--- config.mk ---
export PLATFORM = sky130hd
export DESIGN_NAME = present_core_iter
export DESIGN_NICKNAME = d
export VERILOG_FILES = /design/src/rtl/present_core_iter.sv
export SDC_FILE = /design/constraint.sdc
export NUM_CORES = 1
export LEC_CHECK = 0
export CORE_MARGIN = 2
export CORE_UTILIZATION = 40
export DETAILED_ROUTE_END_ITERATION = 16
export SLEW_MARGIN = 20
export SYNTH_ARGS = -nofsm -noshare
export SYNTH_HDL_FRONTEND = slang
export SYNTH_SLANG_ARGS = --single-unit
--- constraint.sdc ---
create_clock -name clk -period 2.9 [get_ports clk]
set_clock_uncertainty 0.1 [all_clocks]
set_input_delay 0.58 -clock clk [delete_from_list [all_inputs] [get_ports clk]]
set_output_delay 0.58 -clock clk [all_outputs]
set_load 0.005 [all_outputs]
--- src/rtl/present_core_iter.sv ---
// Iterative PRESENT-style cipher engine. One round per clock, on-the-fly key schedule,
// runtime encrypt/decrypt and a one-entry cache of the fully expanded decryption key.
module present_core_iter #(
    parameter int unsigned BLOCK_W = 16,
    parameter int unsigned KEY_W   = 32,
    parameter int unsigned ROUNDS  = 7,
    parameter int unsigned KEY_ROT = 8,
    parameter int unsigned CTR_LSB = 11
) (
    input  logic               clk,
    input  logic               reset,
    input  logic               in_valid,
    output logic               in_ready,
    input  logic               mode,
    input  logic [KEY_W-1:0]   key,
    input  logic [BLOCK_W-1:0] din,
    output logic               out_valid,
    input  logic               out_ready,
    output logic [BLOCK_W-1:0] dout,
    output logic               busy
);

    localparam logic [4:0] LastCtr = 5'(ROUNDS);

    typedef enum logic [1:0] {StIdle, StKeyexp, StRound, StDone} state_e;

    state_e             st_q;
    logic [KEY_W-1:0]   key_q;
    logic [BLOCK_W-1:0] dat_q;
    logic [4:0]         ctr_q;
    logic               mode_q;
    logic               cache_valid_q;
    logic [KEY_W-1:0]   cache_key_q;
    // Whole key register after the last forward step, not just its round key.
    logic [KEY_W-1:0]   cache_final_q;

    function automatic logic [3:0] sbox(input logic [3:0] x);
        logic [63:0] t;
        t = 64'hC56B90AD3EF84712;
        return t[(15 - int'(x)) * 4 +: 4];
    endfunction

    function automatic logic [3:0] sbox_inv(input logic [3:0] x);
        logic [63:0] t;
        t = 64'h5EF8C12DB463079A;
        return t[(15 - int'(x)) * 4 +: 4];
    endfunction

    function automatic logic [BLOCK_W-1:0] s_layer(input logic [BLOCK_W-1:0] x);
        logic [BLOCK_W-1:0] r;
        for (int n = 0; n < int'(BLOCK_W / 4); n++) r[4*n +: 4] = sbox(x[4*n +: 4]);
        return r;
    endfunction

    function automatic logic [BLOCK_W-1:0] s_inv_layer(input logic [BLOCK_W-1:0] x);
        logic [BLOCK_W-1:0] r;
        for (int n = 0; n < int'(BLOCK_W / 4); n++) r[4*n +: 4] = sbox_inv(x[4*n +: 4]);
        return r;
    endfunction

    logic [BLOCK_W-1:0] rk;
    logic [BLOCK_W-1:0] sx;
    logic [BLOCK_W-1:0] p_out;
    logic [BLOCK_W-1:0] pinv_out;
    logic [BLOCK_W-1:0] enc_fin;
    logic [BLOCK_W-1:0] dec_next;
    logic [KEY_W-1:0]   kf_rot;
    logic [KEY_W-1:0]   kf;
    logic [KEY_W-1:0]   ki_x;
    logic [KEY_W-1:0]   ki;
    logic               hit;

    assign rk = key_q[KEY_W-1 -: BLOCK_W];
    assign sx = s_layer(dat_q ^ rk);

    // Bit permutation and its inverse as pure wiring; the top bit maps to itself.
    assign p_out[BLOCK_W-1]    = sx[BLOCK_W-1];
    assign pinv_out[BLOCK_W-1] = dat_q[BLOCK_W-1];
    for (genvar i = 0; i < int'(BLOCK_W - 1); i++) begin : g_perm
        localparam int unsigned Dst = (i * (BLOCK_W / 4)) % (BLOCK_W - 1);
        assign p_out[Dst]  = sx[i];
        assign pinv_out[i] = dat_q[Dst];
    end

    // Forward and inverse key-schedule steps, both keyed by the current counter.
    always_comb begin
        kf_rot = (key_q << KEY_ROT) | (key_q >> (KEY_W - KEY_ROT));
        kf = kf_rot;
        kf[KEY_W-1 -: 4] = sbox(kf_rot[KEY_W-1 -: 4]);
        kf[CTR_LSB +: 5] = kf_rot[CTR_LSB +: 5] ^ ctr_q;
        ki_x = key_q;
        ki_x[CTR_LSB +: 5] = key_q[CTR_LSB +: 5] ^ ctr_q;
        ki_x[KEY_W-1 -: 4] = sbox_inv(key_q[KEY_W-1 -: 4]);
        ki = (ki_x >> KEY_ROT) | (ki_x << (KEY_W - KEY_ROT));
    end

    assign enc_fin  = p_out ^ kf[KEY_W-1 -: BLOCK_W];
    assign dec_next = s_inv_layer(pinv_out) ^ ki[KEY_W-1 -: BLOCK_W];
    assign hit      = cache_valid_q && (key == cache_key_q);

    assign in_ready = (st_q == StIdle) && !reset;
    assign busy     = (st_q != StIdle);

    // Control FSM, round datapath registers, key cache and registered result.
    always_ff @(posedge clk) begin
        if (reset) begin
            st_q          <= StIdle;
            key_q         <= '0;
            dat_q         <= '0;
            ctr_q         <= '0;
            mode_q        <= 1'b0;
            cache_valid_q <= 1'b0;
            cache_key_q   <= '0;
            cache_final_q <= '0;
            out_valid     <= 1'b0;
            dout          <= '0;
        end else begin
            unique case (st_q)
                StIdle: begin
                    if (in_valid) begin
                        mode_q <= mode;
                        if (mode && hit) begin
                            key_q <= cache_final_q;
                            dat_q <= din ^ cache_final_q[KEY_W-1 -: BLOCK_W];
                            ctr_q <= LastCtr;
                            st_q  <= StRound;
                        end else begin
                            // Cache entry is rewritten once the final key is known.
                            key_q         <= key;
                            dat_q         <= din;
                            ctr_q         <= 5'd1;
                            cache_key_q   <= key;
                            cache_valid_q <= 1'b0;
                            st_q          <= mode ? StKeyexp : StRound;
                        end
                    end
                end
                StKeyexp: begin
                    key_q <= kf;
                    if (ctr_q == LastCtr) begin
                        dat_q         <= dat_q ^ kf[KEY_W-1 -: BLOCK_W];
                        cache_final_q <= kf;
                        cache_valid_q <= 1'b1;
                        ctr_q         <= LastCtr;
                        st_q          <= StRound;
                    end else begin
                        ctr_q <= ctr_q + 5'd1;
                    end
                end
                StRound: begin
                    if (!mode_q) begin
                        dat_q <= p_out;
                        key_q <= kf;
                        if (ctr_q == LastCtr) begin
                            dout          <= enc_fin;
                            out_valid     <= 1'b1;
                            cache_final_q <= kf;
                            cache_valid_q <= 1'b1;
                            st_q          <= StDone;
                        end else begin
                            ctr_q <= ctr_q + 5'd1;
                        end
                    end else begin
                        dat_q <= dec_next;
                        key_q <= ki;
                        if (ctr_q == 5'd1) begin
                            dout      <= dec_next;
                            out_valid <= 1'b1;
                            st_q      <= StDone;
                        end else begin
                            ctr_q <= ctr_q - 5'd1;
                        end
                    end
                end
                StDone: begin
                    if (out_ready) begin
                        out_valid <= 1'b0;
                        st_q      <= StIdle;
                    end
                end
                default: st_q <= StIdle;
            endcase
        end
    end

endmodule

Yosys cells after proc, flatten, opt, wreduce, memory -nomap -nowiden
Cells that the tools add are included.
Storage, ports and cells
  register bits: 138
  output and inout bits: 19
  word-level logic and storage cells: 119
Operators by class
  add/sub/neg operators: 12
  eq/ne operators: 16
  shift-type cells: 10
  mux-type cells: 41
  bitwise logic cells: 10
  reduce and logical (&&, ||, !) cells: 20
Operators with widths (count)
  variable part select 64 x 7 -> 4 bit (first input constant): 10
  two-way mux 32 bit: 5
  two-way mux 16 bit: 7
  one-hot mux 32 bit (3 select lines): 1
  XOR 16 bit: 5
  one-hot mux 32 bit (2 select lines): 1
  subtractor 4 x 4 -> 5 bit (first input constant): 10
  one-hot mux 16 bit (3 select lines): 1
  == test 32 bit: 1
  bitwise OR 24 x 32 -> 32 bit: 1
  bitwise OR 32 x 8 -> 32 bit: 1
  two-way mux 5 bit: 5
  two-way mux 2 bit: 8
  one-hot mux 5 bit (3 select lines): 1
  inequality test 3 bit (second input constant): 4
  AND reduction 4 bit: 3
  inequality test 2 bit (second input constant): 5
  XOR 5 bit: 2
  AND reduction 3 bit: 3
  two-way mux 1 bit: 8
  one-hot mux 2 bit (4 select lines): 1
  nonzero test 2 bit: 4
  AND reduction 2 bit: 3
  adder 5 x 1 -> 5 bit (second input constant): 1
  15 further kinds: 18

Longest topological paths before layout
  depth after elaboration: 6
  mapped depth: 10
  depth with buffers taken out: 9

Worst setup path after synthesis
No wires, ideal clock.
  path type: input to register
  start: in key[0]
  end: reg key_q[29]
  setup time: 0.117 ns
  arrival time: 2.168 ns
  data required time: 2.683 ns
  setup slack: 0.515 ns
  stages: 7
  buffers on the path: 0
  path through: nor2b_1 > a2111oi_4 > and4_4 > nand4_4 > or2_1 > a211o_1 > a32o_1
On the way
  cells in the longest elaborated chain, start to end: 6
Ends and longest elaborated chain
  from (decl): RTL line 15  | input logic [KEY_W-1:0] key,
  == test 32 bit: RTL line 99  | assign hit = cache_valid_q && (key == cache_key_q);
  logical AND 1 bit: RTL line 99
  logical AND 1 bit: RTL line 122  | if (mode && hit) begin
  two-way mux 32 bit: RTL line 122
  two-way mux 32 bit: RTL line 120  | if (in_valid) begin
  one-hot mux 32 bit (3 select lines): RTL line 118  | unique case (st_q)
  to (signal assigned): RTL line 123  | key_q <= cache_final_q;
  to (signal assigned): RTL line 129  | key_q <= key;
  to (signal assigned): RTL line 139  | key_q <= kf;
  to (decl): RTL line 28  | logic [KEY_W-1:0] key_q;
No other way between the ends. The select of a mux whose other input is x is not followed.
A chain may end at the register's enable or synchronous reset.

Final worst setup path
  start: reg key_q[29]
  end: reg dout[15]
On the way
  cells in the longest elaborated chain, start to end: 6
Ends and longest elaborated chain
  XOR 16 bit: RTL line 74  | assign sx = s_layer(dat_q ^ rk);
  subtractor 4 x 4 -> 5 bit: RTL line 40  | return t[(15 - int'(x)) * 4 +: 4];
  variable part select 64 x 7 -> 4 bit: RTL line 40
  XOR 16 bit: RTL line 97  | assign enc_fin = p_out ^ kf[KEY_W-1 -: BLOCK_W];
  two-way mux 16 bit: RTL line 154  | if (ctr_q == LastCtr) begin
  two-way mux 16 bit: RTL line 151  | if (!mode_q) begin
  to (signal assigned): RTL line 155  | dout <= enc_fin;
  to (signal assigned): RTL line 167  | dout <= dec_next;
  to (decl): RTL line 19  | output logic [BLOCK_W-1:0] dout,
No other way between the ends. The select of a mux whose other input is x is not followed.

==> reports/summary.txt <==
Average wire per cell in the routed design - 20.0 um
Post-synth EDFFs - 0
Yosys warning count - 0
Number of placement rows - 57
Most frequently used cell type in the post-synthesis netlist - nand2_1
Core area - 24300 um^2
Number of antenna repair diodes - 0
Share of flip-flops with an asynchronous set or reset after synthesis - 0
Crit path from - key_q[29]$_SDFFE_PP0P_
Dominant register cell in the synthesized netlist - dfxtp_1
Vias per inst - 5.75
Total DRC errors in the routed layout - 0
Pre-CTS setup slack - -200 ps
Buffers & Inverters on Critical Path - 1
Post-DRT Antenna Nets - 0
Worst reg2reg path endpoint - dout[15]$_SDFFE_PP0P_
Data arrival time of the critical path - 3040 ps
Wire length of the first global-routing pass - 52800 um
Cts bufs inserted - 17
Share of layout cells above drive strength 1 - 0.135
Power consumption - 13.8 mW
Fin. max-slew vios - 0
Number of global-route vias before repair - 9197
Count of cells along the worst register-to-register path - 8
Part of the Yosys area used for sequential elements - 0.279
Reported leakage power - 4.49 nW
Post-synthesis cell area - 9900 um^2
Achievable clock frequency - 361 MHz
Area share of the largest cell type after synthesis - 0.279
Syn nets - 1397
Iteration-0 DRC count of the detailed router - 987
Syn Area/Cell - 7.71 um^2
Die Span X - 161 um
Later-pin clock latency in the skew report - 430 ps
Actual transition at the worst max-transition pin - 995 ps
Power density cells - 1150 nW/um^2
Peak VDD IR - 0.869 mV
Setup crit end kind - flip-flop
Flops & latches, synth - 138
Final critical-path required period - 2770 ps
Largest stage delay, worst path - 610 ps
Starting Density - 0.407
Root buffer cell - clkbuf_16
Maximum net fanout on the critical path - 7
IO Pins - 72
Cell types with the largest area share after synthesis - dfxtp_1, nand2_1, a21oi_1
Critical path type - reg -> reg
Via count of the routed design - 9865
Worst Slack Setup Final - 129 ps
GRT Total Usage - 0.263
Outcome - finished clean
Synth area leader - dfxtp_1
Area Growth Syn to Fin - 21.5%
Total global routing overflow - 0
Buffers from clock root to sink, at most - 2
Clock transition at the register clock pins on the worst setup and hold paths after CTS - 60 ps
TritonCTS clock tree - yes
Minimum setup slack among reg-to-reg paths - 130 ps
Critical path data required time - 3170 ps
Number of buffers inserted by port buffering - 71
Commonest cells in the synthesized netlist - nand2_1, a21oi_1, dfxtp_1
Utilization after layout - 0.495
Stages on the worst setup path - 8
Die outline height - 161 um
Maxcap violations - 0
Final setup vio count - 0
Final number of hold-violating endpoints - 0
RR Startpoint - key_q[29]$_SDFFE_PP0P_
Post-cts hold buffer count - 0
Final weighted congestion of routability-driven global placement - 0.949
Clock H-tree levels - 4
Count of distinct cell types in the synthesized netlist - 71
Maximum number of pins on one net before global-route repair - 82
Unrepaired setup endpoints after global routing - no
Drt first pass iters - 5
Initial antenna violation count - 0
Kind of cell adding the most delay to the critical path - compound AO/OA/AOI/OAI gates
Net count, final - 1494
Category of the worst setup path launch point - flip-flop
Worst path cell trace - xor2_1 > inv_1 > ha_1 > nor3_1 > a21oi_1 > xnor2_1 > a2111oi_0 > a31o_1
Area enclosed by the die boundary - 26000 um^2
HPWL after detailed placement - 25300 um
Total Routed Length - 34300 um
Hold crit path type - reg -> reg
Worst slew margin relative to its limit - 0.331
Count of mapped cells out of synthesis - 1284
Final worst path period share - 0.955
Sink Count - 138
Cell with the largest stage delay on the worst path - a2111oi_0
Worst setup path endpoint - dout[15]$_SDFFE_PP0P_
==> cells in the final DEF (no fill, tap or decap), types with 5 or more instances in the layout <==
master,n
xor2_1,37
nand2b_1,8
a21oi_1,158
nand2_1,223
clkdlybuf4s50_1,70
mux2_2,5
a31oi_1,21
a221o_1,6
a211oi_1,53
a211o_1,5
dfxtp_1,138
mux2i_1,20
buf_4,111
clkbuf_16,17
mux4_2,16
nand4_1,8
nor2b_1,7
and2_1,5
xnor2_1,72
inv_1,68
nand3_1,19
o211ai_1,11
a221oi_1,17
o31ai_1,9
o2111ai_1,8
nor3_1,25
nor2_1,59
ha_1,59
o21ai_0,49
==> power by group <==
part	total, mW	internal (mW)	switching, mW	leakage (nW)
sequential	3.06	2.31	0.751	1.13
combinational	8.69	3.53	5.16	3.10
clock	2.04	1.12	0.924	0.259
total	13.8	6.95	6.84	4.49
==> worst reg2reg max path: stages, from the launching register on <==
cell       delay, ps
dfxtp_1          560
xor2_1           460
inv_1            140
ha_1             240
nor3_1           200
a21oi_1           90
xnor2_1          170
a2111oi_0        610
a31o_1           160
==> how the worst min path moves through the flow <==
stage | to | from | cells past startpoint
after floorplan | cache_final_q[26]$_SDFFE_PP0P_ | cache_final_q[26]$_SDFFE_PP0P_ | 2
after global placement | dout[1]$_SDFFE_PP0P_ | dout[1]$_SDFFE_PP0P_ | 2
after detailed placement | cache_final_q[8]$_SDFFE_PP0P_ | cache_final_q[8]$_SDFFE_PP0P_ | 2
after CTS | cache_final_q[8]$_SDFFE_PP0P_ | cache_final_q[8]$_SDFFE_PP0P_ | 2
after global routing | dout[0]$_SDFFE_PP0P_ | dout[0]$_SDFFE_PP0P_ | 2
final | dout[12]$_SDFFE_PP0P_ | dout[12]$_SDFFE_PP0P_ | 2
==> area by class of cell <==
cell class,instances,area [um^2]
timing repair buffer,185,1610
fill,2409,12300
sequential,138,2760
tap,324,405
inverter,70,263
clock buffer,18,439
multi-input combinational,969,6450
clock inverter,13,95.1
==> what timing repair did <==
| action | CTS | global route |
|---|---|---|
| setup buffers | 0 | 0 |
| gates resized for setup | 0 | 1 |
| setup endpoints to repair | 0 | 1 |
==> registers in the layout, summed over array words and instances (netlist names) <==
register       cells
cache_key_q       32
out_valid          1
key_q             32
dout              16
st_q               2
ctr_q              5
dat_q             16
cache_valid_q      1
mode_q             1
cache_final_q     32
==> through the flow <==
stage,TNS (ps),std cells,area (um^2),hold slack [ps]
3_5_place_dp,-2740,1686,11500,344
3_3_place_gp,-756,1686,11500,337
2_1_floorplan,0,1284,9900,332
6_report,0,1717,12000,351
4_1_cts,0,1717,12000,352
5_1_grt,0,1717,12000,372
==> per-layer routing <==
metal	part of all wire	wire (um)	global-route usage
met1	0.44	15100	0.364
met2	0.44	15000	0.399
met3	0.078	2680	0.0442
met4	0.045	1530	0.127
met5	0	0	0
==> cells by family (layout without fill, tap and decap cells) <==
logic type                 after synthesis  in the layout  synth area share
AOI/OAI and AO/OA                      377            377             0.241
and+or+nand+nor                        379            379             0.170
xor gates and xnor gates               112            112             0.101
buffers and inverters                  177            286            0.0707
muxes                                   41             41            0.0623
DFF                                    138            138             0.279
adders and majority gates               60             60            0.0758
Power figures use the tool's default switching activity.
==> edit, RTL diff (config.mk and constraints unchanged) <==
The parameter `BLOCK_W` goes from 16 to 32.
--- a/src/rtl/present_core_iter.sv
+++ b/src/rtl/present_core_iter.sv
@@ -2,5 +2,5 @@
 // runtime encrypt/decrypt and a one-entry cache of the fully expanded decryption key.
 module present_core_iter #(
-    parameter int unsigned BLOCK_W = 16,
+    parameter int unsigned BLOCK_W = 32,
     parameter int unsigned KEY_W   = 32,
     parameter int unsigned ROUNDS  = 7,
Interface: changed (resized din and dout); port bits go from 72 to 104. The function was not compared with the original's and may differ.
==> edit against the unedited design <==
  * Setup slack about the same
  * Sequential cell count up 32
  * Sequential share of layout area down 3.0 points
  * Final area up 41%
  * Power up 35%
  * Clock power up 21%
  * Highest routed layer unchanged
  * Area after synthesis up 39%
  * Cell count up 39%
  * Largest power group unchanged
  * Wire length up 63%
==> edit: results (changes against the unedited design) <==
final_layout:
  nets: 2096  # was 1494
  stdcell_count: 2390  # was 1717
  antenna_cells: 0  # unchanged
  n_fill_cell: 3338  # was 2409
  drive_gt1_share_pct: 15.66  # was 13.50%
grt:
  grt_pass1_wl_um: 82580  # was 52840 um
  track_usage_pct: 30.75  # was 26.33%
  antenna_found_initial: 0  # unchanged
  grt_max_degree: 78  # was 82
  grt_pass1_vias: 13070  # was 9197
hold_path:
  min_from: "dout[2]"  # was dout[12]
  hp-class: "reg -> reg"  # unchanged
clocking:
  cts_buffers: 17  # unchanged
  insertion_delay_ns: 0.47  # was 0.43 ns
  clk_pin_slew_ns: 0.07
  clockBufferDepth: 2  # unchanged
  h-tree-depth: 4  # unchanged
setup_path:
  path_delay_family: "XOR/XNOR gates"  # was compound AO/OA/AOI/OAI gates
  cp_max_fo: 5  # was 7
  slowest_stage: "xnor2_1"  # was a2111oi_0
  cp-startpoint: "key_q[29]"  # unchanged
  critical_path.max_stage_delay_ns: 0.54  # was 0.61 ns
  arrival_ns: 3.00  # was 3.04 ns
place:
  port_buffers: 103  # was 71
  gp_congestion: 0.9659  # was 0.9490
  dp_hpwl_um: 42580  # was 25340 um
  post-place-ws_ns: -0.3039  # was -0.2002 ns
power:
  leakagePower_nw: 6.695  # was 4.489 nW
  vdd_drop_max_mv: 0.5864  # was 0.8693 mV
  p_int_w: 0.009261  # was 0.006954 W
synthesis:
  synth_common_cells: "nand2_1 (296), a21oi_1 (211), dfxtp_1 (170)"  # was nand2_1 (223), a21oi_1 (158), dfxtp_1 (138)
  yosysUniqueCellTypes: 78  # was 71
  syn_nets: 1930  # was 1397
  syn_inst: 1756  # was 1284
  netlist_top_cells_area: "dfxtp_1 (25%), ha_1 (9.5%), nand2_1 (8.1%)"  # was dfxtp_1 (28%), nand2_1 (8.5%), a21oi_1 (8.0%)
  yosysWarnings: 0  # unchanged
  ys_seq_area_share_pct: 24.67  # was 27.91%
drt:
  avgRoutedWirePerCell_um: 23.38  # was 19.96 um
  drtIter0Drc: 1711  # was 987
  route.vias.total: 14160  # was 9865
timing:
  slew_headroom_pct: 27.11  # was 33.08%
outcome:
  status: "finished, final reports clean"  # unchanged
edit: path summary, 6_finish.rpt:
path | endpoint | slack [ns] | cells past startpoint
max | dout[23] | 0.13 | 8
min | dout[2] | 0.34 | 2
max reg2reg | dout[23] | 0.13 | 8
min reg2reg | dout[2] | 0.34 | 2
edit: metal layers:
layer / GRT usage, % / share of wire, %
met1: 42.63 / 43
met2: 47.28 / 44
met3: 6.327 / 10
met4: 10.97 / 3.3
met5: 0 / 0
edit: metrics by stage:
step	hold WS [ns]	setup TNS, ns	area, sq um	total power [W]
finish	0.3422	0	17020	0.01865
global placement	0.3362	-12.29	16380	0.01562
global route	0.3585	-0.02883	17020	0.01964
CTS	0.3483	0	17000	0.01833
floorplan	0.3363	0	13800	0.01140
detailed placement	0.3360	-14.95	16380	0.01582
edit: layout make-up:
cell class	count	area (sq um)	area share [%]
Tap cell	455	569.3	3.345
Multi-Input combinational cell	1352	9384	55.13
Sequential cell	170	3406	20.01
Clock inverter	14	182.7	1.073
Inverter	77	289.0	1.698
Timing Repair Buffer	304	2750	16.16
Clock buffer	18	439.2	2.580
edit: cell families (layout without fill, tap and decap cells):
family                   Yosys count  count (layout)  share of synthesized area [%]
multiplexers                      75              75                          8.207
adder cells (fa/ha/maj)          105             105                          9.522
AO/OA/AOI/OAI                    512             512                          23.44
flip-flops                       170             170                          24.67
buffers and inverters            234             413                          7.572
XOR/XNOR                         186             186                          11.97
AND/OR/NAND/NOR                  474             474                          14.62
edit: power groups by stage:
stage	registers, W	clock network (W)	logic [W]
2_1_floorplan	0.00312	0	0.00828
3_3_place_gp	0.00336	0	0.0123
3_5_place_dp	0.00337	0	0.0125
4_1_cts	0.00331	0.00250	0.0125
5_1_grt	0.00339	0.00257	0.0137
6_report	0.00334	0.00247	0.0128
edit: worst register-to-register path, cell delays in order (launching register included):
cell	delay, ns
dfxtp_1	0.38
xnor2_1	0.54
inv_1	0.18
ha_1	0.37
mux4_2	0.54
xnor2_1	0.17
nand2_1	0.07
o211ai_1	0.18
a21oi_1	0.11
